==> config.mk <==
export PLATFORM = sky130hd
export DESIGN_NAME = uart_fifo_regs
export DESIGN_NICKNAME = d
export VERILOG_FILES = /design/src/rtl/uart_fifo_regs_pkg.sv /design/src/rtl/uart_fifo_regs_sync_fifo.sv /design/src/rtl/uart_fifo_regs.sv
export SDC_FILE = /design/constraint.sdc
export NUM_CORES = 1
export LEC_CHECK = 0
export ABC_AREA = 1
export CAP_MARGIN = 20
export CORE_ASPECT_RATIO = 0.8
export CORE_MARGIN = 2
export CORE_UTILIZATION = 55
export DETAILED_ROUTE_END_ITERATION = 10
export PLACE_DENSITY = 0.76
export SKIP_LAST_GASP = 1
export SYNTH_ARGS = -nofsm -noshare
export SYNTH_HDL_FRONTEND = slang
export SYNTH_SLANG_ARGS = --single-unit
==> constraint.sdc <==
create_clock -name clk_sys -period 2.11 [get_ports clk_sys]
set_input_delay 0.422 -clock clk_sys [delete_from_list [all_inputs] [get_ports clk_sys]]
set_output_delay 0.422 -clock clk_sys [all_outputs]
set_load 0.02 [all_outputs]
==> src/rtl/uart_fifo_regs_pkg.sv <==
// Register map, STATUS/CTRL bit positions and TX FSM encoding for the UART register block.
// Definitions only: no logic, no latency, no flow control.
package uart_fifo_regs_pkg;

   localparam logic [2:0] REG_DATA   = 3'd0;
   localparam logic [2:0] REG_STATUS = 3'd1;
   localparam logic [2:0] REG_RXCNT  = 3'd2;
   localparam logic [2:0] REG_TXCNT  = 3'd3;
   localparam logic [2:0] REG_CTRL   = 3'd4;
   localparam logic [2:0] REG_CLR    = 3'd5;

   localparam int CTRL_LOOPBACK  = 0;
   localparam int CTRL_RX_IRQ_EN = 1;
   localparam int CTRL_TX_IRQ_EN = 2;
   localparam int CTRL_FLUSH     = 7;

   localparam int CLR_RX_OVF  = 0;
   localparam int CLR_TX_DROP = 1;

   // WAIT_HI gives up on txd_busy after this many cycles (counter value of the last one)
   localparam logic [1:0] WAIT_HI_LAST = 2'd3;

   typedef enum logic [1:0] {
      TX_IDLE    = 2'd0,
      TX_START   = 2'd1,
      TX_WAIT_HI = 2'd2,
      TX_WAIT_LO = 2'd3
   } tx_state_t;

endpackage

==> src/rtl/uart_fifo_regs_sync_fifo.sv <==
// Register-array synchronous FIFO with combinational head and occupancy level; flush beats push/pop.
// Zero-cycle read of head, one-cycle write; push while full is dropped unless a pop happens in the same cycle.
module uart_fifo_regs_sync_fifo #(
   parameter int DEPTH_LOG2 = 4,
   parameter int WIDTH      = 8
) (
   input  logic                  clk_sys,
   input  logic                  reset,
   input  logic                  push,
   input  logic                  pop,
   input  logic                  flush,
   input  logic [WIDTH-1:0]      din,
   output logic [WIDTH-1:0]      dout,
   output logic [DEPTH_LOG2:0]   level,
   output logic                  empty,
   output logic                  full
);

   localparam int DEPTH = 2 ** DEPTH_LOG2;
   localparam logic [DEPTH_LOG2:0]   LVL_ONE = 1;
   localparam logic [DEPTH_LOG2-1:0] PTR_ONE = 1;

   logic [WIDTH-1:0]      mem [DEPTH];
   logic [DEPTH_LOG2-1:0] wr_ptr;
   logic [DEPTH_LOG2-1:0] rd_ptr;
   logic                  do_push;
   logic                  do_pop;

   assign empty   = (level == '0);
   assign full    = level[DEPTH_LOG2];
   assign do_pop  = pop & ~empty;
   // at full a simultaneous pop frees the slot the write lands in
   assign do_push = push & (~full | do_pop);
   assign dout    = mem[rd_ptr];

   always_ff @(posedge clk_sys or posedge reset) begin
      if (reset) begin
         wr_ptr <= '0;
         rd_ptr <= '0;
         level  <= '0;
      end else if (flush) begin
         wr_ptr <= '0;
         rd_ptr <= '0;
         level  <= '0;
      end else begin
         if (do_push) wr_ptr <= wr_ptr + PTR_ONE;
         if (do_pop)  rd_ptr <= rd_ptr + PTR_ONE;
         if (do_push && !do_pop)      level <= level + LVL_ONE;
         else if (do_pop && !do_push) level <= level - LVL_ONE;
      end
   end

   always_ff @(posedge clk_sys) begin
      if (do_push && !flush) mem[wr_ptr] <= din;
   end

endmodule

==> src/rtl/uart_fifo_regs.sv <==
// Z80-mapped UART registers with TX/RX FIFOs, loopback, sticky drop flags and registered active-low IRQ.
// Reads are combinational; writes commit one cycle after wr_n falls; full FIFOs drop bytes and raise a sticky flag.
module uart_fifo_regs
   import uart_fifo_regs_pkg::*;
#(
   parameter int         TX_DEPTH_LOG2 = 4,
   parameter int         RX_DEPTH_LOG2 = 4,
   parameter logic [7:0] CTRL_RESET    = 8'h00
) (
   input  logic       clk_sys,
   input  logic       reset,
   input  logic       cs,
   input  logic [2:0] cpu_addr,
   input  logic [7:0] cpu_dout,
   output logic [7:0] cpu_din,
   input  logic       cpu_rd_n,
   input  logic       cpu_wr_n,
   input  logic       cpu_mreq_n,
   output logic       txd_start,
   output logic [7:0] txd_data,
   input  logic       txd_busy,
   input  logic       rxd_data_ready,
   input  logic [7:0] rxd_data,
   output logic       irq_n
);

   logic                   wr_n_q;
   logic                   rd_n_q;
   logic                   pop_pend;
   logic                   wr_commit;
   logic                   rd_fall;
   logic                   rd_rise;
   logic [7:0]             ctrl_q;
   logic                   rx_ovf;
   logic                   tx_drop;
   logic                   irq_q;
   logic                   irq;
   logic                   loopback;
   logic                   flush;

   tx_state_t              state;
   tx_state_t              state_nxt;
   logic [1:0]             wait_cnt;
   logic                   start_req;
   logic                   lb_push;
   logic                   tx_active;

   logic                   tx_push;
   logic                   tx_pop;
   logic [7:0]             tx_head;
   logic [TX_DEPTH_LOG2:0] tx_level;
   logic                   tx_empty;
   logic                   tx_full;

   logic                   rx_push;
   logic                   rx_pop;
   logic [7:0]             rx_din;
   logic [7:0]             rx_head;
   logic [RX_DEPTH_LOG2:0] rx_level;
   logic                   rx_empty;
   logic                   rx_full;

   assign wr_commit = cs & ~cpu_mreq_n & wr_n_q & ~cpu_wr_n;
   assign rd_fall   = cs & ~cpu_mreq_n & rd_n_q & ~cpu_rd_n;
   assign rd_rise   = ~rd_n_q & cpu_rd_n;
   assign loopback  = ctrl_q[CTRL_LOOPBACK];
   assign flush     = wr_commit & (cpu_addr == REG_CTRL) & cpu_dout[CTRL_FLUSH];
   assign tx_push   = wr_commit & (cpu_addr == REG_DATA);
   assign rx_push   = lb_push | (rxd_data_ready & ~loopback);
   assign rx_din    = lb_push ? tx_head : rxd_data;
   // popping on the rd_n rising edge keeps the RX head stable for the whole read cycle
   assign rx_pop    = rd_rise & pop_pend;
   assign irq       = (ctrl_q[CTRL_RX_IRQ_EN] & ~rx_empty)
                    | (ctrl_q[CTRL_TX_IRQ_EN] & tx_empty & ~tx_active)
                    | rx_ovf;
   assign irq_n     = ~irq_q;

   uart_fifo_regs_sync_fifo #(.DEPTH_LOG2(TX_DEPTH_LOG2), .WIDTH(8)) u_tx_fifo (
      .clk_sys (clk_sys),
      .reset   (reset),
      .push    (tx_push),
      .pop     (tx_pop),
      .flush   (flush),
      .din     (cpu_dout),
      .dout    (tx_head),
      .level   (tx_level),
      .empty   (tx_empty),
      .full    (tx_full)
   );

   uart_fifo_regs_sync_fifo #(.DEPTH_LOG2(RX_DEPTH_LOG2), .WIDTH(8)) u_rx_fifo (
      .clk_sys (clk_sys),
      .reset   (reset),
      .push    (rx_push),
      .pop     (rx_pop),
      .flush   (flush),
      .din     (rx_din),
      .dout    (rx_head),
      .level   (rx_level),
      .empty   (rx_empty),
      .full    (rx_full)
   );

   always_ff @(posedge clk_sys or posedge reset) begin
      if (reset) begin
         wr_n_q   <= 1'b1;
         rd_n_q   <= 1'b1;
         pop_pend <= 1'b0;
         ctrl_q   <= CTRL_RESET & 8'h7F;
         rx_ovf   <= 1'b0;
         tx_drop  <= 1'b0;
         irq_q    <= 1'b0;
      end else begin
         wr_n_q <= cpu_wr_n;
         rd_n_q <= cpu_rd_n;
         irq_q  <= irq;
         if (rd_fall && cpu_addr == REG_DATA && !rx_empty) pop_pend <= 1'b1;
         else if (rd_rise || flush)                         pop_pend <= 1'b0;
         if (wr_commit && cpu_addr == REG_CTRL) ctrl_q <= {1'b0, cpu_dout[6:0]};
         if (wr_commit && cpu_addr == REG_CLR) begin
            if (cpu_dout[CLR_RX_OVF])  rx_ovf  <= 1'b0;
            if (cpu_dout[CLR_TX_DROP]) tx_drop <= 1'b0;
         end
         if (rx_push && rx_full && !rx_pop && !flush) rx_ovf  <= 1'b1;
         if (tx_push && tx_full && !tx_pop && !flush) tx_drop <= 1'b1;
      end
   end

   always_ff @(posedge clk_sys or posedge reset) begin
      if (reset) begin
         state    <= TX_IDLE;
         wait_cnt <= 2'd0;
      end else begin
         state    <= state_nxt;
         wait_cnt <= (state == TX_WAIT_HI) ? wait_cnt + 2'd1 : 2'd0;
      end
   end

   always_comb begin
      state_nxt = state;
      case (state)
         TX_IDLE:    if (!tx_empty && !flush) state_nxt = TX_START;
         TX_START:   state_nxt = loopback ? TX_IDLE : TX_WAIT_HI;
         TX_WAIT_HI: if (txd_busy || wait_cnt == WAIT_HI_LAST) state_nxt = TX_WAIT_LO;
         TX_WAIT_LO: if (!txd_busy) state_nxt = TX_IDLE;
         default:    state_nxt = TX_IDLE;
      endcase
   end

   always_comb begin
      tx_pop    = (state == TX_START);
      lb_push   = tx_pop & loopback;
      start_req = tx_pop & ~loopback;
      tx_active = (state != TX_IDLE);
   end

   // start pulse and data are registered together so txd_data is already valid during the pulse
   always_ff @(posedge clk_sys or posedge reset) begin
      if (reset) begin
         txd_start <= 1'b0;
         txd_data  <= 8'h00;
      end else begin
         txd_start <= start_req;
         if (tx_pop) txd_data <= tx_head;
      end
   end

   always_comb begin
      cpu_din = 8'h00;
      case (cpu_addr)
         REG_DATA:   if (!rx_empty) cpu_din = rx_head;
         REG_STATUS: cpu_din = {irq_q, tx_drop, rx_ovf, tx_full, tx_empty, rx_full, ~rx_empty, tx_active};
         REG_RXCNT:  cpu_din = 8'(rx_level);
         REG_TXCNT:  cpu_din = 8'(tx_level);
         REG_CTRL:   cpu_din = ctrl_q;
         default:    cpu_din = 8'h00;
      endcase
   end

endmodule
# [Word-level counts from Yosys, hierarchy flattened]
# Memory sizes are Yosys's and may differ from the RTL's.
# Cells that the tools add are included.
[op_classes] n_lt_le_gt_ge=0 n_mul=0 add_sub_neg=9 eq_ne=12 n_reduce_logical=47 shifts=0 bitwise=36 div=0 muxes=35
[op_table] cell="$pmux 8 s5" count=1
[op_table] cell="$mux 4" count=8
[op_table] cell="$mux 5" count=6
[op_table] cell="$and 1x1->1" count=20
[op_table] cell="$reduce_bool 2->1" count=10
[op_table] cell="$logic_and 1x1->1" count=17
[op_table] cell="$add 4x1->4 const B" count=4
[op_table] cell="$mux 8" count=2
[op_table] cell="$mux 1" count=12
[op_table] cell="$not 1->1" count=11
[op_table] cell="$add 5x1->5 const B" count=2
[op_table] cell="$logic_not 5->1" count=2
[op_table] cell="$mux 2" count=5
[op_table] cell="$sub 5x1->5 const B" count=2
[op_table] cell="$logic_not 1->1" count=9
[op_table] cell="$pmux 2 s4" count=1
[op_table] cell="$eq 2x2->1 const B" count=3
[op_table] cell="$eq 3x2->1 const B" count=2
[op_table] cell="$eq 3x3->1 const B" count=2
[op_table] cell="$reduce_bool 3->1" count=2
[op_table] cell="$or 1x1->1" count=5
[op_table] cell="$ne 2x2->1 const B" count=2
[op_table] cell="$reduce_and 2->1" count=2
[op_table] cell="$eq 3x1->1 const B" count=1
[op_table] cell="other kinds (7)" count=8
[totals] latchBits=0 inputBits=27 ramBits=256 rom_bits=0 reg_bits=52 out_inout_bits=18 wordCells=158 n_memories=2
[memory_table] name="u_rx_fifo.mem" words=16 width=8 read_ports=1 rd_clocked_by_memory_dff=0 wr=1 line_no="uart_fifo_regs_sync_fifo.sv:23" source="logic [WIDTH-1:0] mem [DEPTH];"
[memory_table] name="u_tx_fifo.mem" words=16 width=8 read_ports=1 rd_clocked_by_memory_dff=0 wr=1 line_no="uart_fifo_regs_sync_fifo.sv:23"

# [Longest topological paths before layout]
[logic_depth] depth_word=11 mapped_depth=13 ltp_nobuf=13

# [By module]
# From an unflattened synthesis, not the netlist that was laid out.
[unflattened] hier_cells=1191 hier_area_um2=13482.9
[modules_own_cells] mod="uart_fifo_regs_sync_fifo at u_tx_fifo" instances=1 seq_area_each_um2=4169.0 area_each_um2=5997.0 cells_each=495
[modules_own_cells] mod="uart_fifo_regs_sync_fifo at u_rx_fifo" instances=1 seq_area_each_um2=4169.0 area_each_um2=5959.5 cells_each=495
[modules_own_cells] mod="uart_fifo_regs" instances=1 seq_area_each_um2=653.1 area_each_um2=1526.5 cells_each=201

# [Worst setup path after synthesis]
# No wires, ideal clock.
[synth_path] kind="register -> register" start="register wr_n_q" end="memory u_tx_fifo.mem[0][0] (enable)" stages_incl_launch_ff=9 n_path_buf=0 t_required_ns=1.727 slack_ns=-0.020 period_less_slack_ns=2.130 setup_time_ns=0.383 arrival_ns=1.747 cell_sequence="dfstp_2 -> inv_1 -> nor2_1 -> nand2_1 -> nor2_2 -> nand2_2 -> clkinv_2 -> nand2_1 -> nor3_1"
[synth_between] elab_chain_len=8 word_cells_on_any_way=10 cone_classes="2 x mux; 6 x bitwise; 2 x reduce/logical"
[synth_rtl] element="from (decl)" line_no="uart_fifo_regs.sv:27" source="logic wr_n_q;"
[synth_rtl] element="from (signal assigned)" line_no="uart_fifo_regs.sv:114" source="wr_n_q <= cpu_wr_n;"
[synth_rtl] element="$and 1x1->1 * (2 in series)" line_no="uart_fifo_regs.sv:63" source="assign wr_commit = cs & ~cpu_mreq_n & wr_n_q & ~cpu_wr_n;"
[synth_rtl] element="$and 1x1->1 (2 in series)" line_no="uart_fifo_regs.sv:67" source="assign flush = wr_commit & (cpu_addr == REG_CTRL) & cpu_dout[CTRL_FLUSH];"
[synth_rtl] element="$logic_not 1->1" line_no="uart_fifo_regs_sync_fifo.sv:54" source="if (do_push && !flush) mem[wr_ptr] <= din;"
[synth_rtl] element="$logic_and 1x1->1 *" line_no="uart_fifo_regs_sync_fifo.sv:54"
[synth_rtl] element="$mux 1 *" line_no="uart_fifo_regs_sync_fifo.sv:54"
[synth_rtl] element="$mux 1 (not written as such) *" line_no="uart_fifo_regs_sync_fifo.sv:54"
[synth_rtl] element="to (decl)" line_no="uart_fifo_regs_sync_fifo.sv:23"
# Every way passes the cells marked *; elsewhere a longest branch is shown, timed or not.

# [Final worst setup path]
[layout_path] start="register u_rx_fifo.rd_ptr[0]" end="output cpu_din[5]"
[layout_between] elab_chain_len=3
[layout_rtl] element="from (decl)" line_no="uart_fifo_regs_sync_fifo.sv:25" source="logic [DEPTH_LOG2-1:0] rd_ptr;"
[layout_rtl] element="from (signal assigned)" line_no="uart_fifo_regs_sync_fifo.sv:47" source="if (do_pop) rd_ptr <= rd_ptr + PTR_ONE;"
[layout_rtl] element="$mem_v2 16x8"
[layout_rtl] element="$mux 8" line_no="uart_fifo_regs.sv:171" source="REG_DATA: if (!rx_empty) cpu_din = rx_head;"
[layout_rtl] element="$pmux 8 s5" line_no="uart_fifo_regs.sv:170" source="case (cpu_addr)"
[layout_rtl] element="to (decl)" line_no="uart_fifo_regs.sv:15" source="output logic [7:0] cpu_din,"
# Every way passes these cells.

==> reports/metrics.cfg <==
[power_and_ir_drop]
ir_drop_mv=0.714
power_density_nw_per_um2=1380
leakagePower_nw=6.49

[final_layout]
final_util_pct=68.7
fin_area_um2=16700
n_antenna_cell=0
drive_above_1_share_pct=20.3
area_growth_pct=22.6
fillCellCount=1698
final_cells=1748
nNetsFinal=1455

[placed_design]
post-place-ws_ps=-600
io_buffer_count=44
gp_congestion=0.913
hpwl_um=21800
dpl_cell_area_um2=15200
place_inst=1678

[logic_synthesis]
yosys.area.top_type=edfxtp_1
synth_edf_count=256
yosysTopAreaCellShare_pct=56.4
synth_mux_area_share_pct=0
syn_area_per_cell_um2=10.9
ys_warn_count=0
synthAdderAreaFrac_pct=1.95
synth_ff_type=edfxtp_1
syn_inst=1248
synthDistinctLibCells=44
yosys-top-cells-area=edfxtp_1 (56%), dfrtp_1 (9.2%), nor2_1 (7.2%)
synth_fp_nets=1295
synth-async-reset-ratio_pct=16.9
synth-xor-area-share_pct=0.386
synth_compound_area_share_pct=7.59
ys_seq_area_share_pct=66.0
yosys.area_share.simple_pct=18.9
ys_seq_elements=308
synth_top_family_by_area=simple AND/OR/NAND/NOR gates
syn-cell-area_um2=13600

[drt]
drtIter0Drc=1349
first_pass_iters=6
wl_met2_um=15100
vias=10000
dr_wl_met3_um=3780
wl_um=34100
drtAntennaViolNets=0
drc=0
vias_per_cell=5.72
wl_per_cell_um=19.5
top_layer=met4
m1WireLength_um=14500

[sta]
setup_violations=8
fmax_mhz=372
worst_slack_ps=-579
min_period_over_period_pct=127
finalCriticalPeriod_ps=2690
whs_ps=150
finalClockSkew_ps=24.4
slew_headroom_pct=66.9
final-hold-violation-count=0
worst_pin_slew_ps=495
rsz0062_at_grt=yes
slew_violations=0

[floorplanning]
die_y_um=145
std_cell_rows=51
core-area_um2=24300
initial_core_util_pct=56.0
ioPinCount=45
die_w_um=180
dieArea_um2=26000

[worst_hold_path]
hold_class=input port to async pin

[clock_network]
cts_tree=yes
cts_inserted_buffers=29
cts-root-buf=clkbuf_16
cts_max_level=1
clk_pin_slew_ps=60
clkSinkCount=308
clk_path_buf_depth=3
clock_latency_ps=560

[global_route]
grt_pass1_wl_um=52100
grt_usage_pct=26.0
grt_max_degree=44
grt_pass1_vias=9415
grt-ovfl-total=0
grt_antenna_before_repair=0

[status]
violations=setup timing
status=finished with violations

[worst_setup_path]
worstPathArrival_ps=2270
worstPathRequired_ps=1690
worstSetupEndpointType=output pin
path_max_fanout=5
start_kind=register
critPathKind=register to output pin
reg2reg_depth=12

[flow_run]
maxCapViolations=0

## Yosys cell counts, types with 13 or more instances
| master | count |
|---|---|
| a21oi_1 | 13 |
| buf_2 | 20 |
| buf_6 | 14 |
| dfrtp_1 | 50 |
| edfxtp_1 | 256 |
| ha_1 | 18 |
| inv_1 | 70 |
| nand2_1 | 172 |
| nand3_1 | 123 |
| nor2_1 | 260 |
| o211ai_1 | 23 |
| o21ai_0 | 106 |
| o21ai_1 | 26 |
## power breakdown
group / total (mW) / internal (mW) / switching, mW / leakage, nW
sequential: 8.07 / 7.64 / 0.437 / 2.92
clock: 4.95 / 2.78 / 2.17 / 0.447
combinational: 10.1 / 3.89 / 6.19 / 3.12
total: 23.1 / 14.3 / 8.79 / 6.49
## logic make-up after synthesis
logic type | after synthesis
and+or+nand+nor | 592
DFF | 308
AOI/OAI and AO/OA | 184
buffers and inverters | 138
adders and majority gates | 20
xor gates and xnor gates | 6
## layer usage
layer | up-vias | global-route usage (%)
li1 | 4619 | -
met1 | 4752 | 39.3
met2 | 575 | 39.6
met3 | 58 | 4.95
met4 | 0 | 5.73
met5 | - | 0
## cell type report
type	instances	area, um^2	share of cell area [%]
Sequential cell	308	9000	53.9
Multi-Input combinational cell	802	4200	25.2
Timing Repair Buffer	184	1860	11.1
Clock buffer	39	805	4.82
Tap cell	318	398	2.38
Inverter	83	338	2.02
Clock inverter	14	90.1	0.540
## worst max-delay path, stage by stage, from the launching register on
cell     delay [ps]
dfrtp_2         490
buf_8           190
buf_16          130
nor2_4           40
nor2_1          110
o21ai_2          70
nand3_1         120
nand3_2         160
nand2_2         150
nand2_1          60
nand2_1          70
buf_6           110
## timing repair
action / CTS / global route
gates cloned: 5 / 3
gates resized for setup: 99 / 58
hold buffers: 0 / 0
buffers inserted: 3 / 7
endpoints found under the setup margin: 9 / 132
pin swaps: 30 / 39
## final timing paths
| check | slack (ps) | startpoint | endpoint |
|---|---|---|---|
| hold reg to reg | 430 | wait_cnt[0] | wait_cnt[0] |
| hold / removal | 150 | reset | u_tx_fifo.level[1] |
| max in group asynchronous | 1390 | reset | rd_n_q |
| setup reg to reg | 20 | u_rx_fifo.level[4] | u_rx_fifo.level[4] |
| setup / recovery | -580 | u_rx_fifo.rd_ptr[0] | cpu_din[5] |
| min in group clk_sys | 430 | wait_cnt[0] | wait_cnt[0] |
## cell usage in the layout (no fill, tap or decap), types with 14 or more instances in the layout
cell type | netlist | final
nor2_1 | 260 | 244
clkdlybuf4s50_1 | 0 | 36
buf_12 | 0 | 14
o21ai_1 | 26 | 44
nand2_1 | 172 | 157
ha_1 | 18 | 15
o211ai_1 | 23 | 23
clkbuf_16 | 0 | 32
edfxtp_1 | 256 | 256
o21ai_0 | 106 | 84
nand3_1 | 123 | 112
inv_1 | 70 | 67
dfrtp_1 | 50 | 46
buf_4 | 7 | 113
nand2_2 | 5 | 18
## through the flow
step,power [mW],setup TNS [ps]
6_report,23.1,-4270
5_1_grt,24.3,-5040
4_1_cts,22.4,-3950
3_5_place_dp,16.8,-87980
3_3_place_gp,16.6,-72760
2_1_floorplan,13.6,-579
## flip-flops by register name, indices dropped and copies added (netlist names), named ones only
| signal | flops |
|---|---|
| u_rx_fifo.mem | 128 |
| u_tx_fifo.mem | 128 |
| txd_data | 8 |
| ctrl_q | 7 |
| u_rx_fifo.level | 5 |
| u_tx_fifo.level | 5 |
| u_rx_fifo.rd_ptr | 4 |
| u_rx_fifo.wr_ptr | 4 |
| u_tx_fifo.rd_ptr | 4 |
| u_tx_fifo.wr_ptr | 4 |
| wait_cnt | 2 |
| irq_q | 1 |
| pop_pend | 1 |
| rd_n_q | 1 |
| rx_ovf | 1 |
| state | 1 |
| tx_drop | 1 |
| txd_start | 1 |
| wr_n_q | 1 |
No activity file was read; power rests on OpenSTA's default activity.
